===== src/rtl/periph_axi_pkg.sv =====
// Shared constants, state encodings and helpers for the peripheral AXI4-Lite slave.
// Holds response codes, the CPU peripheral window bounds and the FSM state types.
package periph_axi_pkg;

    localparam logic [1:0] RESP_OKAY   = 2'b00;
    localparam logic [1:0] RESP_SLVERR = 2'b10;

    localparam logic [31:0] PERIPH_BASE  = 32'h44A00000;
    localparam logic [31:0] PERIPH_LIMIT = 32'h44A10000;

    typedef enum logic {
        W_IDLE = 1'b0,
        W_RESP = 1'b1
    } w_state_t;

    typedef enum logic {
        R_IDLE = 1'b0,
        R_DATA = 1'b1
    } r_state_t;

    // Bytes of new_val with strb set replace the matching bytes of old_val.
    function automatic logic [31:0] strb_merge(
        input logic [31:0] old_val,
        input logic [31:0] new_val,
        input logic [3:0]  strb
    );
        logic [31:0] res;
        res = old_val;
        for (int b = 0; b < 4; b++) begin
            if (strb[b]) begin
                res[8*b +: 8] = new_val[8*b +: 8];
            end
        end
        return res;
    endfunction

endpackage


===== src/rtl/axi_lite_reg_bank.sv =====
// Register storage for the peripheral slave: byte-strobed bus writes, a full-word
// hardware write port, a combinational read mux and the flattened register view.
// Ports: clk/rst; bus_we/bus_idx/bus_data/bus_strb (bus write, index already
//   range-checked); hw_we/hw_idx/hw_data (user-logic write, out-of-range ignored);
//   rd_idx/rd_data (combinational read); reg_out (reg i at bits [32i+31:32i]).
module axi_lite_reg_bank
    import periph_axi_pkg::*;
#(
    parameter int NUM_REGS = 16
) (
    input  logic                     clk,
    input  logic                     rst,
    input  logic                     bus_we,
    input  logic [5:0]               bus_idx,
    input  logic [31:0]              bus_data,
    input  logic [3:0]               bus_strb,
    input  logic                     hw_we,
    input  logic [5:0]               hw_idx,
    input  logic [31:0]              hw_data,
    input  logic [5:0]               rd_idx,
    output logic [31:0]              rd_data,
    output logic [NUM_REGS*32-1:0]   reg_out
);

    logic [31:0] regs [NUM_REGS];

    for (genvar i = 0; i < NUM_REGS; i++) begin : g_reg
        logic bus_hit;
        logic hw_hit;

        assign bus_hit = bus_we && (bus_idx == 6'(i));
        assign hw_hit  = hw_we && (hw_idx == 6'(i));

        // Hardware data forms the base word; strobed bus bytes land on top of it,
        // so the bus wins on every byte it actually writes.
        always_ff @(posedge clk or posedge rst) begin
            if (rst) begin
                regs[i] <= '0;
            end else if (bus_hit || hw_hit) begin
                regs[i] <= strb_merge(hw_hit ? hw_data : regs[i],
                                      bus_data,
                                      bus_hit ? bus_strb : 4'b0000);
            end
        end

        assign reg_out[32*i +: 32] = regs[i];
    end

    always_comb begin
        rd_data = '0;
        for (int i = 0; i < NUM_REGS; i++) begin
            if (rd_idx == 6'(i)) begin
                rd_data = regs[i];
            end
        end
    end

endmodule


===== src/rtl/axi_lite_periph_slave.sv =====
// AXI4-Lite responder for the CPU peripheral window exposing a bank of 32-bit registers.
// Ports: Clk/Rst; AXI4-Lite AW/W/B and AR/R channels (S_*); RegOut flattened register
//   contents; HwWrEn/HwWrIdx/HwWrData user-logic full-word register write port.
module axi_lite_periph_slave
    import periph_axi_pkg::*;
#(
    parameter int NUM_REGS = 16,
    parameter int ADDR_W   = 16
) (
    input  logic                     Clk,
    input  logic                     Rst,
    input  logic [ADDR_W-1:0]        S_AWADDR,
    input  logic                     S_AWVALID,
    output logic                     S_AWREADY,
    input  logic [31:0]              S_WDATA,
    input  logic [3:0]               S_WSTRB,
    input  logic                     S_WVALID,
    output logic                     S_WREADY,
    output logic [1:0]               S_BRESP,
    output logic                     S_BVALID,
    input  logic                     S_BREADY,
    input  logic [ADDR_W-1:0]        S_ARADDR,
    input  logic                     S_ARVALID,
    output logic                     S_ARREADY,
    output logic [31:0]              S_RDATA,
    output logic [1:0]               S_RRESP,
    output logic                     S_RVALID,
    input  logic                     S_RREADY,
    output logic [NUM_REGS*32-1:0]   RegOut,
    input  logic                     HwWrEn,
    input  logic [5:0]               HwWrIdx,
    input  logic [31:0]              HwWrData
);

    // Word offset of the window base within the significant address bits.
    localparam logic [ADDR_W-3:0] BASE_WORD = PERIPH_BASE[ADDR_W-1:2];

    logic [ADDR_W-3:0] aw_word;
    logic [ADDR_W-3:0] ar_word;
    logic              aw_ok;
    logic              ar_ok;
    logic              unused;

    assign aw_word = S_AWADDR[ADDR_W-1:2] - BASE_WORD;
    assign ar_word = S_ARADDR[ADDR_W-1:2] - BASE_WORD;
    assign aw_ok   = 32'(aw_word) < 32'(NUM_REGS);
    assign ar_ok   = 32'(ar_word) < 32'(NUM_REGS);
    assign unused  = ^{S_AWADDR[1:0], S_ARADDR[1:0]};

    w_state_t    w_state, w_next;
    r_state_t    r_state, r_next;
    logic        aw_hs;
    logic        ar_hs;
    logic [1:0]  bresp;
    logic [1:0]  rresp;
    logic [31:0] rdata;
    logic [31:0] bank_rd;

    // Write channel: AW and W are accepted together only.
    always_ff @(posedge Clk or posedge Rst) begin
        if (Rst) begin
            w_state <= W_IDLE;
        end else begin
            w_state <= w_next;
        end
    end

    always_comb begin
        w_next = w_state;
        aw_hs  = 1'b0;
        unique case (w_state)
            W_IDLE: begin
                if (S_AWVALID && S_WVALID) begin
                    aw_hs  = 1'b1;
                    w_next = W_RESP;
                end
            end
            W_RESP: begin
                if (S_BREADY) begin
                    w_next = W_IDLE;
                end
            end
        endcase
    end

    always_ff @(posedge Clk or posedge Rst) begin
        if (Rst) begin
            bresp <= RESP_OKAY;
        end else if (aw_hs) begin
            bresp <= aw_ok ? RESP_OKAY : RESP_SLVERR;
        end
    end

    // Read channel, independent of the write side.
    always_ff @(posedge Clk or posedge Rst) begin
        if (Rst) begin
            r_state <= R_IDLE;
        end else begin
            r_state <= r_next;
        end
    end

    always_comb begin
        r_next = r_state;
        ar_hs  = 1'b0;
        unique case (r_state)
            R_IDLE: begin
                if (S_ARVALID) begin
                    ar_hs  = 1'b1;
                    r_next = R_DATA;
                end
            end
            R_DATA: begin
                if (S_RREADY) begin
                    r_next = R_IDLE;
                end
            end
        endcase
    end

    // Sampled from the mux before the write edge lands, so a same-cycle
    // write to the same register returns the old value.
    always_ff @(posedge Clk or posedge Rst) begin
        if (Rst) begin
            rdata <= '0;
            rresp <= RESP_OKAY;
        end else if (ar_hs) begin
            rdata <= ar_ok ? bank_rd : 32'h0;
            rresp <= ar_ok ? RESP_OKAY : RESP_SLVERR;
        end
    end

    axi_lite_reg_bank #(
        .NUM_REGS (NUM_REGS)
    ) u_bank (
        .clk      (Clk),
        .rst      (Rst),
        .bus_we   (aw_hs && aw_ok),
        .bus_idx  (6'(aw_word)),
        .bus_data (S_WDATA),
        .bus_strb (S_WSTRB),
        .hw_we    (HwWrEn),
        .hw_idx   (HwWrIdx),
        .hw_data  (HwWrData),
        .rd_idx   (6'(ar_word)),
        .rd_data  (bank_rd),
        .reg_out  (RegOut)
    );

    // Ready is held low while reset is asserted even though the FSMs sit in idle.
    assign S_AWREADY = aw_hs && !Rst;
    assign S_WREADY  = aw_hs && !Rst;
    assign S_BVALID  = (w_state == W_RESP);
    assign S_BRESP   = bresp;
    assign S_ARREADY = (r_state == R_IDLE) && !Rst;
    assign S_RVALID  = (r_state == R_DATA);
    assign S_RDATA   = rdata;
    assign S_RRESP   = rresp;

endmodule


===== config.mk =====
export PLATFORM = sky130hd
export DESIGN_NAME = axi_lite_periph_slave
export DESIGN_NICKNAME = d
export VERILOG_FILES = /design/src/rtl/periph_axi_pkg.sv /design/src/rtl/axi_lite_reg_bank.sv /design/src/rtl/axi_lite_periph_slave.sv
export SDC_FILE = /design/constraint.sdc
export NUM_CORES = 2
export LEC_CHECK = 0
export BUFFER_PORTS_ARGS = -buffer_cell sky130_fd_sc_hd__clkbuf_2
export CORE_ASPECT_RATIO = 1.5
export CORE_MARGIN = 2
export CORE_UTILIZATION = 25
export DETAILED_ROUTE_END_ITERATION = 10
export GPL_TIMING_DRIVEN = 0
export SYNTH_ARGS = -nofsm -noshare
export SYNTH_HDL_FRONTEND = slang
export SYNTH_SLANG_ARGS = --single-unit

===== constraint.sdc =====
create_clock -name Clk -period 37.8 [get_ports Clk]
set_input_delay 1.89 -clock Clk [delete_from_list [all_inputs] [get_ports Clk]]
set_output_delay 1.89 -clock Clk [all_outputs]
set_load 0.03 [all_outputs]

==> out/metrics.cfg <==
[clocking]
ctsHoldBuffers = 0
cts-root-buf = clkbuf_16
clk_latency_ns = 0.67
cts.repair.resized = 0
cts_setup_buffers = 0
clockBufferDepth = 3
cts_max_level = 2
clkTransAtPathRegs_ns = 0.07
cts_sinks = 548
cts_buffers = 55
cts_tree = done

[power]
total_leakage_power_nw = 19.1
p_per_area_nw_per_um2 = 49.6
ir_worst_vdd_mv = 0.0309

[placement]
portBuffers = 621
dp.cells = 5398
routabilityCongestion = 1.07
hpwl_mm = 162
dp_slack_ns = 31.33
post_dp_cell_area_um2 = 35100

[route]
drt_iter0_drc = 4757
vias = 32200
avgRoutedWirePerCell_um = 39.4
drtPass1Iterations = 9
route.detailed.drc = 0
wl_mm = 217
viasPerCell = 5.84
ant_nets = 0

[setup_path]
critical_path.max_stage_delay_ns = 1.24
startpoint_type = primary input
criticalPathCategory = in2reg
worstPathArrival_ns = 7.15
crit_slowest_cell = clkbuf_1
cp_max_fo = 10
cp-startpoint = S_ARADDR[2]
critPathCaptureType = flop
crit_required_ns = 38.38
path_cells = buf_4 > buf_4 > nor2b_1 > clkbuf_1 > clkbuf_1 > a21oi_1 > o21ai_0 > a21oi_1 > o21ai_0
r2r_start = S_BVALID

[outcome]
violations = capacitance limit, slew limit
status = finished with violations

[layout]
n_fill_cell = 12700
syn2layout_area_growth_pct = 23.8
drive_gt1_share_pct = 21.5
fin_nets = 4000
final_area_um2 = 36900
layout.cells.non_filler = 5506

[synthesis]
ys_seq_area_share_pct = 46.0
yosys_warnings = 0
synth-seq-cells = 548
yosysTopAreaCell = dfrtp_1
ys_top_cells_by_area = dfrtp_1 (46%), mux2i_1 (19%), a21oi_1 (10%)
synth_cell_type_count = 71
syn-instance-count = 3197
avgSynthCellArea_um2 = 9.33
yosysTopAreaCellShare_pct = 46.0
ys.flop_type = dfrtp_1
synth_area_um2 = 29800
synth_edf_count = 0
async_flop_share_pct = 100

[min_path]
min_path_type = reg2reg
min_from = S_RDATA[25]

[die]
core_area_um2 = 119000
die-area_um2 = 122000
dieWidth_um = 286
die_y_um = 427
start_util_pct = 25.1
core.rowCount = 155
num_io_pins = 667

[sta]
hold_viol = 0
max_freq_ghz = 0.152
setup_violations = 0
worstMarginPinSlew_ns = 1.77
slew_headroom_pct = -18.0
setup_slack_ns = 31.23
whs_ns = 0.492
final.min_clock_period_ns = 6.57
drv_slew = 149
rsz0062_at_grt = false
setup_tns_ns = 0
skew_ns = 0.0256
min_period_over_period_pct = 17.4

[grt]
overflow = 0
grt_pass1_wl_mm = 283
grt_util_all_layers_pct = 34.3
antenna_found_initial = 20
grt_start_max_net_pins = 117
grt_pass1_vias = 30600

[run]
drv_cap = 16

[cell type report]
class | instances | area [µm²] | share of cell area (%)
Tap cell | 1570 | 1960 | 5.32
Clock buffer | 81 | 1650 | 4.46
Timing Repair Buffer | 631 | 3290 | 8.90
Inverter | 10 | 45.0 | 0.122
Buffer | 305 | 1280 | 3.47
Clock inverter | 16 | 133 | 0.359
Antenna cell | 10 | 25.0 | 0.0677
Multi-Input combinational cell | 2335 | 14800 | 40.2
Sequential cell | 548 | 13700 | 37.1
[registers in the layout, summed over array words and instances (netlist names)]
register	count
u_bank.reg_out	512
S_RRESP	1
S_RVALID	1
S_BVALID	1
S_BRESP	1
S_RDATA	32
[critical path: cells and delay by family]
kind | cells | cell delay, ns
AND/OR/NAND/NOR | 1 | 1.11
AO/OA/AOI/OAI | 4 | 1.12
buffers and inverters | 4 | 2.97
[metrics by stage]
stage / util (%) / total power [mW]
6_report: 31.1 / 1.83
2_1_floorplan: - / 1.00
5_1_grt: 31.1 / 1.87
3_5_place_dp: 29.6 / 1.24
3_3_place_gp: 29.4 / 1.24
4_1_cts: 31.1 / 1.81
[report_power, final]
| group | internal [mW] | switching, mW | total, mW | leakage (nW) |
|---|---|---|---|---|
| Combinational | 0.126 | 0.371 | 0.497 | 10.9 |
| Sequential | 0.660 | 0.0932 | 0.753 | 7.29 |
| Clock | 0.313 | 0.268 | 0.581 | 0.888 |
[kinds of logic after synthesis]
family / after synthesis / share of synthesized area, %
AOI/OAI and AO/OA: 890 / 17.1
and+or+nand+nor: 853 / 11.8
muxes: 590 / 20.7
DFF: 548 / 46.0
buffers and inverters: 315 / 4.39
other: 1 / 0.0126
[routing by layer]
layer	up-vias	routed length, µm	track usage [%]
met3	836	33000	17.9
met1	15700	71700	36.6
li1	12800	-	-
met2	2792	90200	50.1
met4	18	21900	28.3
met5	-	134	0.278
[final timing paths]
path	slack, ns	cells past startpoint	to
max	31.23	9	S_RDATA[14]
min	0.49	2	S_RDATA[25]
max reg2reg	33.55	8	u_bank.reg_out[15]
min reg2reg	0.49	2	S_RDATA[25]
max in group asynchronous	34.64	4	u_bank.reg_out[332]
min in group asynchronous	1.40	2	S_BVALID
[layout by cell type, fill, tap and decap left out, drive strengths merged, types with 6 or more instances in the layout]
cell type,n
a222oi,14
o22ai,16
mux4,21
mux2,13
inv,8
nand3,24
clkinv,15
a31oi,15
and2,15
o211ai,6
o221ai,24
dfrtp,548
a211oi,11
a22o,13
a221oi,9
clkbuf,904
nor4,10
nand4,10
buf,113
or4,6
a22oi,52
diode,10
nor3,15
a21oi,615
nor2b,8
nor2,608
mux2i,556
o21ai,66
nand2b,9
nand2,129
[Yosys cell counts, types with 13 or more instances]
| cell type | number |
|---|---|
| a21oi_1 | 615 |
| a222oi_1 | 14 |
| a22o_1 | 13 |
| a22oi_1 | 52 |
| a31oi_1 | 15 |
| and2_1 | 14 |
| buf_1 | 45 |
| buf_2 | 42 |
| buf_4 | 13 |
| clkbuf_1 | 200 |
| dfrtp_1 | 548 |
| mux2_2 | 13 |
| mux2i_1 | 556 |
| mux4_2 | 21 |
| nand2_1 | 129 |
| nand3_1 | 24 |
| nor2_1 | 603 |
| nor3_1 | 14 |
| o21ai_0 | 62 |
| o221ai_1 | 24 |
| o22ai_1 | 16 |
No activity file was read; power rests on OpenSTA's default activity.
